[config.mk]
export PLATFORM = sky130hd
export DESIGN_NAME = bt_cmd_rx_flat
export DESIGN_NICKNAME = d
export VERILOG_FILES = /design/src/rtl/bt_cmd_pkg.sv /design/src/rtl/bt_cmd_rx_if.sv /design/src/rtl/uart_rx_byte.sv /design/src/rtl/bt_cmd_rx.sv /design/src/flat_wrapper.sv
export SDC_FILE = /design/constraint.sdc
export NUM_CORES = 1
export LEC_CHECK = 0
export BUFFER_PORTS_ARGS = -buffer_cell sky130_fd_sc_hd__buf_2
export CORE_UTILIZATION = 45
export DETAILED_ROUTE_END_ITERATION = 8
export GPL_ROUTABILITY_DRIVEN = 0
export PLACE_DENSITY = 0.67
export SKIP_LAST_GASP = 1
export SYNTH_ARGS = -nofsm -noshare
export SYNTH_HDL_FRONTEND = slang
export SYNTH_HIERARCHICAL = 1
export SYNTH_SLANG_ARGS = --single-unit
[constraint.sdc]
create_clock -name clk -period 2.4 [get_ports clk]
set_input_delay 0.24 -clock clk [delete_from_list [all_inputs] [get_ports clk]]
set_output_delay 0.24 -clock clk [all_outputs]
set_load 0.01 [all_outputs]
[src/rtl/bt_cmd_pkg.sv]
// Shared constants and state encodings for the Bluetooth command receiver.
// Command byte values match what the phone app sends to the player.
package bt_cmd_pkg;

    localparam logic [7:0] CMD_NEXT  = 8'h4E;
    localparam logic [7:0] CMD_PREV  = 8'h50;
    localparam logic [7:0] CMD_VUP   = 8'h2B;
    localparam logic [7:0] CMD_VDN   = 8'h2D;
    localparam logic [7:0] CMD_VSET  = 8'h56;
    localparam logic [7:0] CMD_SONG0 = 8'h30;
    localparam logic [7:0] ATT_MAX   = 8'hFE;

    typedef enum logic [1:0] {U_IDLE, U_START, U_DATA, U_STOP} uart_state_e;
    typedef enum logic {C_CMD, C_ARG} cmd_state_e;

    // ASCII '0'..'7' share the upper five bits 5'b00110.
    function automatic logic isSongCmd(input logic [7:0] b);
        return b[7:3] == CMD_SONG0[7:3];
    endfunction

endpackage

[src/rtl/bt_cmd_rx_if.sv]
// Signal bundle between the Bluetooth UART line and the control selector.
// The slave side is the receiver itself; the master side drives RXD.
interface bt_cmd_rx_if;
    logic        RXD;
    logic [2:0]  current;
    logic [15:0] volume;
    logic [7:0]  rx_byte;
    logic        rx_valid;
    logic        frame_err;
    logic        cmd_ack;

    modport master (output RXD, input current, volume, rx_byte, rx_valid, frame_err, cmd_ack);
    modport slave  (input RXD, output current, volume, rx_byte, rx_valid, frame_err, cmd_ack);
endinterface

[src/rtl/uart_rx_byte.sv]
// 8N1 UART byte receiver: input synchroniser, bit-centre timer and framing FSM.
// Emits a one-cycle rx_valid or frame_err pulse the cycle after the stop-bit sample.
module uart_rx_byte
    import bt_cmd_pkg::*;
#(
    parameter int CLKS_PER_BIT = 10416
) (
    input  logic       clk,
    input  logic       rst,
    input  logic       rxd_i,
    output logic [7:0] rx_byte_o,
    output logic       rx_valid_o,
    output logic       frame_err_o
);

    localparam int HALF  = CLKS_PER_BIT / 2;
    localparam int CNT_W = $clog2(CLKS_PER_BIT);

    logic             rxMeta_q, rxSync_q, rxPrev_q;
    uart_state_e      state_q, state_d;
    logic [CNT_W-1:0] cnt_q, cnt_d;
    logic [2:0]       idx_q, idx_d;
    logic [7:0]       shift_q, shift_d;
    logic [7:0]       byte_q, byte_d;
    logic             valid_q, valid_d;
    logic             err_q, err_d;
    logic             fallEdge;

    // A stuck-low line after a bad stop bit never re-triggers: a start needs high-then-low.
    assign fallEdge = rxPrev_q & ~rxSync_q;

    always_ff @(posedge clk or posedge rst) begin
        if (rst) begin
            rxMeta_q <= 1'b1;
            rxSync_q <= 1'b1;
            rxPrev_q <= 1'b1;
            state_q  <= U_IDLE;
            cnt_q    <= '0;
            idx_q    <= '0;
            shift_q  <= '0;
            byte_q   <= '0;
            valid_q  <= 1'b0;
            err_q    <= 1'b0;
        end else begin
            rxMeta_q <= rxd_i;
            rxSync_q <= rxMeta_q;
            rxPrev_q <= rxSync_q;
            state_q  <= state_d;
            cnt_q    <= cnt_d;
            idx_q    <= idx_d;
            shift_q  <= shift_d;
            byte_q   <= byte_d;
            valid_q  <= valid_d;
            err_q    <= err_d;
        end
    end

    always_comb begin
        state_d = state_q;
        cnt_d   = cnt_q;
        idx_d   = idx_q;
        shift_d = shift_q;
        byte_d  = byte_q;
        valid_d = 1'b0;
        err_d   = 1'b0;
        case (state_q)
            U_IDLE: begin
                if (fallEdge) begin
                    state_d = U_START;
                    cnt_d   = '0;
                end
            end
            U_START: begin
                if (cnt_q == CNT_W'(HALF - 1)) begin
                    cnt_d   = '0;
                    idx_d   = '0;
                    state_d = rxSync_q ? U_IDLE : U_DATA;
                end else begin
                    cnt_d = cnt_q + CNT_W'(1);
                end
            end
            U_DATA: begin
                if (cnt_q == CNT_W'(CLKS_PER_BIT - 1)) begin
                    cnt_d   = '0;
                    shift_d = {rxSync_q, shift_q[7:1]};
                    idx_d   = idx_q + 3'd1;
                    if (idx_q == 3'd7) begin
                        state_d = U_STOP;
                    end
                end else begin
                    cnt_d = cnt_q + CNT_W'(1);
                end
            end
            U_STOP: begin
                if (cnt_q == CNT_W'(CLKS_PER_BIT - 1)) begin
                    cnt_d   = '0;
                    state_d = U_IDLE;
                    if (rxSync_q) begin
                        valid_d = 1'b1;
                        byte_d  = shift_q;
                    end else begin
                        err_d = 1'b1;
                    end
                end else begin
                    cnt_d = cnt_q + CNT_W'(1);
                end
            end
            default: state_d = U_IDLE;
        endcase
    end

    assign rx_byte_o   = byte_q;
    assign rx_valid_o  = valid_q;
    assign frame_err_o = err_q;

endmodule

[src/rtl/bt_cmd_rx.sv]
// Bluetooth command receiver: decodes song/volume commands from the UART byte stream
// and holds the song index and VS1003 volume word for the control selector.
module bt_cmd_rx
    import bt_cmd_pkg::*;
#(
    parameter int         CLK_HZ          = 100_000_000,
    parameter int         BAUD            = 9600,
    parameter logic [7:0] VOL_STEP        = 8'h10,
    parameter logic [7:0] VOL_RESET       = 8'h20,
    parameter int         ARG_TIMEOUT_CYC = 100_000_000
) (
    input  logic      clk,
    input  logic      rst,
    bt_cmd_rx_if.slave bus
);

    localparam int CLKS_PER_BIT = CLK_HZ / BAUD;
    localparam int TO_W         = $clog2(ARG_TIMEOUT_CYC + 1);

    logic [7:0] rxByte;
    logic       rxValid, frameErr;

    cmd_state_e      cmdState_q, cmdState_d;
    logic [2:0]      current_q, current_d;
    logic [7:0]      att_q, att_d;
    logic            ack_q, ack_d;
    logic [TO_W-1:0] toCnt_q, toCnt_d;

    uart_rx_byte #(.CLKS_PER_BIT(CLKS_PER_BIT)) uRx (
        .clk        (clk),
        .rst        (rst),
        .rxd_i      (bus.RXD),
        .rx_byte_o  (rxByte),
        .rx_valid_o (rxValid),
        .frame_err_o(frameErr)
    );

    always_ff @(posedge clk or posedge rst) begin
        if (rst) begin
            cmdState_q <= C_CMD;
            current_q  <= '0;
            att_q      <= VOL_RESET;
            ack_q      <= 1'b0;
            toCnt_q    <= '0;
        end else begin
            cmdState_q <= cmdState_d;
            current_q  <= current_d;
            att_q      <= att_d;
            ack_q      <= ack_d;
            toCnt_q    <= toCnt_d;
        end
    end

    // Saturated +/- still acknowledge so the app sees its key press was taken.
    always_comb begin
        cmdState_d = cmdState_q;
        current_d  = current_q;
        att_d      = att_q;
        ack_d      = 1'b0;
        toCnt_d    = toCnt_q;
        case (cmdState_q)
            C_CMD: begin
                if (rxValid) begin
                    if (isSongCmd(rxByte)) begin
                        current_d = rxByte[2:0];
                        ack_d     = 1'b1;
                    end else if (rxByte == CMD_NEXT) begin
                        current_d = current_q + 3'd1;
                        ack_d     = 1'b1;
                    end else if (rxByte == CMD_PREV) begin
                        current_d = current_q - 3'd1;
                        ack_d     = 1'b1;
                    end else if (rxByte == CMD_VUP) begin
                        att_d = (att_q < VOL_STEP) ? 8'h00 : att_q - VOL_STEP;
                        ack_d = 1'b1;
                    end else if (rxByte == CMD_VDN) begin
                        att_d = (att_q > ATT_MAX - VOL_STEP) ? ATT_MAX : att_q + VOL_STEP;
                        ack_d = 1'b1;
                    end else if (rxByte == CMD_VSET) begin
                        cmdState_d = C_ARG;
                        toCnt_d    = '0;
                    end
                end
            end
            C_ARG: begin
                if (rxValid) begin
                    att_d      = (rxByte > ATT_MAX) ? ATT_MAX : rxByte;
                    ack_d      = 1'b1;
                    toCnt_d    = '0;
                    cmdState_d = C_CMD;
                end else if (frameErr || toCnt_q == TO_W'(ARG_TIMEOUT_CYC - 1)) begin
                    cmdState_d = C_CMD;
                end else begin
                    toCnt_d = toCnt_q + TO_W'(1);
                end
            end
            default: cmdState_d = C_CMD;
        endcase
    end

    assign bus.current   = current_q;
    assign bus.volume    = {att_q, att_q};
    assign bus.rx_byte   = rxByte;
    assign bus.rx_valid  = rxValid;
    assign bus.frame_err = frameErr;
    assign bus.cmd_ack   = ack_q;

endmodule

[src/flat_wrapper.sv]
// flat-port wrapper written by rule: the top's interface ports become plain ports
module bt_cmd_rx_flat import bt_cmd_pkg::*;
#(
    parameter int         CLK_HZ          = 100_000_000,
    parameter int         BAUD            = 9600,
    parameter logic [7:0] VOL_STEP        = 8'h10,
    parameter logic [7:0] VOL_RESET       = 8'h20,
    parameter int         ARG_TIMEOUT_CYC = 100_000_000
)
  (clk, rst, bus_RXD, bus_current, bus_volume, bus_rx_byte, bus_rx_valid, bus_frame_err, bus_cmd_ack);
  bt_cmd_rx_if bus_i ();
  input  logic clk;
  input  logic rst;
  input wire logic [$bits(bus_i.RXD)-1:0] bus_RXD;
  output wire logic [$bits(bus_i.current)-1:0] bus_current;
  output wire logic [$bits(bus_i.volume)-1:0] bus_volume;
  output wire logic [$bits(bus_i.rx_byte)-1:0] bus_rx_byte;
  output wire logic [$bits(bus_i.rx_valid)-1:0] bus_rx_valid;
  output wire logic [$bits(bus_i.frame_err)-1:0] bus_frame_err;
  output wire logic [$bits(bus_i.cmd_ack)-1:0] bus_cmd_ack;
  assign bus_i.RXD = bus_RXD;
  assign bus_current = bus_i.current;
  assign bus_volume = bus_i.volume;
  assign bus_rx_byte = bus_i.rx_byte;
  assign bus_rx_valid = bus_i.rx_valid;
  assign bus_frame_err = bus_i.frame_err;
  assign bus_cmd_ack = bus_i.cmd_ack;
  bt_cmd_rx #(.CLK_HZ(CLK_HZ), .BAUD(BAUD), .VOL_STEP(VOL_STEP), .VOL_RESET(VOL_RESET), .ARG_TIMEOUT_CYC(ARG_TIMEOUT_CYC)) u_core (.clk(clk), .rst(rst), .bus(bus_i));
endmodule
==> metrics.txt <==
status finished clean; Critical Path AT 2550 ps; sequential fraction of design power 54.9%; via count ~3,700; clk root buf clkbuf_8; sw frac 30.3%; row count 36; RSZ-0062 raised after global routing no; Async SR Flop Fraction 100%; Clock Sinks 80; critical path fanouts, max 4; FF-to-FF Start u_core/toCnt_q[0]; Top FF cell, synth dfrtp_1; Setup CP Type reg2reg; Port Buffers 32; fin. max-slew vios 0; final core occ a little over half; Final setup viols 0; setup slack, reg-to-reg about 97 ps; static leakage 0.00252 uW; GRT Total Usage between 20% and 30%; FF-to-FF End u_core/toCnt_q[26]; worst skew pair latency 360 ps; Max H-tree Level 3; Post-Syn Area 0.00449 mm^2; DP HPWL between 6 and 7 mm; Max-Cap Viols 0; die width 102 um; Synth area leaders dfrtp_1 42%, mux2_2 4.5%, and3_1 3.1%; Cell Int Power 1930 uW; worst setup path startpoint u_core/toCnt_q[0]; Avg Vias per Cell 5.77; first-pass GRT wire length approximately 17 mm; share of cells above drive strength 1 22.3%; die area slightly above 0.01 mm^2; GRT Residual Overflow 0; worst path required time 2650 ps; Final min period 2300 ps; postcts setup bufs 0; highest clock rate 434 MHz; total CTS buffers 9; Slew headroom between 50% and 60%; Final ANT Viol Nets 0; setup TNS 0 ps; count of different cell masters after synthesis 65; Syn Inst Count 461; final net count 522; DR DRC count 0; footprint of the multi-input gates 0.00228 mm^2; Final period util 96.0%; Synth top area share 42.3%; FF/Latch Area ~0.002 mm^2; Avg Inst Size Synth 9.75 um^2; vias in the first global route between 3,000 and 4,000; post-route clock skew 11.2 ps; Tightest Pin Transition between 600 and 700 ps; worst hold path type reg2reg; Setup crit end kind register; Final Hold Fails 0; clock share of power 32.6%; Psw 838 uW; initial antenna violation count 0; Hold Path Sink u_core/uRx/rxSync_q; core area 0.00973 mm^2; synthesis-to-finish area growth 14.3%; Vert. Die Dim 102 um; maximum vdd drop 0.000598 V; CP Launch Type register; Syn. warnings 6; CTS max path bufs 2; DR iter-0 viols approximately 200; CTS tree yes; Gate power share around 13%; Clock Pin Slew Worst Setup and Hold Paths approximately 90 ps; Synth Net Count 473; Pre-antenna DRT Iters 5; Pwr Density 538 mW/mm^2; Routed WL roughly 9.9 mm; ant diodes 0; Seq/Total Area, Yosys between 40 and 50%; flops & latches, synth 80; hold depth 0; Synth area leader dfrtp_1; FF-to-FF path depth 6; drt wl/cell 15.3 um; number of synthesized flops with an enable pin 0; worst hold start u_core/uRx/rxMeta_q; io pins 33; pin count of the biggest net entering global routing 41; initial core utilization a little under half; Filler cells 930
## sequential cells by signal, summed over array words and instances, names as in the netlist, named ones only
| signal | count |
|---|---|
| u_core/uRx/shift_q | 8 |
| u_core/uRx/rx_valid_o | 1 |
| u_core/uRx/rxSync_q | 1 |
| u_core/bus.current | 3 |
| u_core/bus.cmd_ack | 1 |
| u_core/cmdState_q | 1 |
| u_core/uRx/state_q | 1 |
| u_core/toCnt_q | 27 |
| u_core/att_q | 8 |
| u_core/uRx/rx_byte_o | 8 |
| u_core/uRx/frame_err_o | 1 |
| u_core/uRx/cnt_q | 14 |
| u_core/uRx/idx_q | 3 |
| u_core/uRx/rxPrev_q | 1 |
| u_core/uRx/rxMeta_q | 1 |
## per-layer routing
metal | vias up | share of wire (%) | global-route usage, %
met1 | 1837 | 47 | 27.6
met5 | - | 0 | 0
met3 | 8 | 4.1 | 4.72
li1 | 1824 | - | -
met4 | 0 | 1.1 | 6.70
met2 | 71 | 48 | 34.8
## power groups by stage
stage / sequential (uW) / combinational (uW) / clock, uW
after floorplan: 1490 / 320 / 0
after global placement: 1540 / 331 / 0
after detailed placement: 1540 / 346 / 0
after CTS: 1520 / 350 / 933
after global routing: 1530 / 399 / 985
final: 1520 / 346 / 900
## Yosys cell counts, types with 2 or more instances
| cell | count |
|---|---|
| a211o_1 | 14 |
| a211oi_1 | 3 |
| a21boi_0 | 3 |
| a21oi_1 | 11 |
| a221o_1 | 4 |
| a22o_1 | 6 |
| a2bb2oi_1 | 3 |
| a31oi_1 | 16 |
| a41oi_1 | 4 |
| and2_1 | 2 |
| and3_1 | 22 |
| and4_1 | 4 |
| and4b_1 | 2 |
| buf_2 | 6 |
| buf_4 | 9 |
| clkbuf_1 | 11 |
| dfrtp_1 | 76 |
| dfstp_2 | 4 |
| ha_1 | 8 |
| inv_1 | 22 |
| mux2_2 | 18 |
| mux2i_1 | 9 |
| nand2_1 | 36 |
| nand2b_1 | 6 |
| nand3_1 | 24 |
| nand3b_1 | 2 |
| nand4_1 | 14 |
| nor2_1 | 24 |
| nor2b_1 | 4 |
| nor3_1 | 17 |
| nor3b_1 | 2 |
| nor4_1 | 8 |
| nor4b_1 | 2 |
| nor4bb_1 | 2 |
| o211a_1 | 2 |
| o21ai_0 | 23 |
| o22ai_1 | 2 |
| or3_1 | 3 |
| or4_4 | 3 |
| xnor2_1 | 3 |
| xor2_1 | 3 |
## metrics by stage
stage	hold WS [ps]	power (uW)	worst slack [ps]	std cells	area [um^2]
3_3_place_gp	231	1870	93.4	630	4920
3_5_place_dp	232	1890	36.8	630	4920
4_1_cts	365	2800	20.5	648	5120
6_report	363	2760	96.8	648	5140
2_1_floorplan	244	1800	40.5	461	4490
5_1_grt	367	2910	21.8	648	5140
## cell usage in the layout, fill, tap and decap left out, drive strengths merged, types with 4 or more instances in the layout
cell    netlist  layout
mux2i         9       9
dfstp         4       4
nand3        24      24
inv          22      23
a41oi         4       4
nand4        15      15
and4          4       4
dfrtp        76      76
nor2         24      24
nor2b         4       4
clkbuf       11      10
a31oi        16      16
buf          16      63
a221o         4       4
nor3         17      17
a21oi        11      11
or4           4       4
mux2         18      18
a211o        14      14
a22o          6       6
ha            8       8
nor4          9       9
and3         22      22
nand2b        6       6
o21ai        25      25
nand2        37      37
## critical path, stage by stage, from the launching register on
cell and delay [ps]:
dfrtp_1 400, ha_4 180, nand4_4 110, or4_4 540, or4_4 520, o211a_1 230, a211o_1 220
## how the worst max path moves through the flow
stage	end	depth (start not counted)
floorplan	u_core/toCnt_q[26]	6
global placement	u_core/toCnt_q[20]	6
detailed placement	u_core/toCnt_q[15]	6
CTS	u_core/toCnt_q[15]	6
global route	u_core/toCnt_q[26]	6
finish	u_core/toCnt_q[26]	6
## cell type report
| class | count | area share (%) |
|---|---|---|
| multi-input combinational | 332 | 44.4 |
| sequential | 80 | 39.1 |
| timing repair buffer | 65 | 8.28 |
| tap | 133 | 3.24 |
| clock buffer | 10 | 2.48 |
| inverter | 22 | 1.61 |
| clock inverter | 6 | 0.901 |
## cell families (layout without fill, tap and decap cells)
family | after synthesis | after routing | synth area share, %
and+or+nand+nor | 184 | 184 | 23.2
AOI/OAI and AO/OA | 106 | 106 | 16.8
DFF | 80 | 80 | 44.7
buffers and inverters | 49 | 103 | 5.01
muxes | 27 | 27 | 6.52
adders and majority gates | 9 | 9 | 2.67
xor gates and xnor gates | 6 | 6 | 1.17
## repair_timing
action / 4_1_cts / 5_1_grt
hold endpoints to repair: 8 / 0
resized for setup: 0 / 4
setup endpoints to repair: 0 / 20
hold buffers: 2 / 0
No activity file was read; power rests on OpenSTA's default activity.
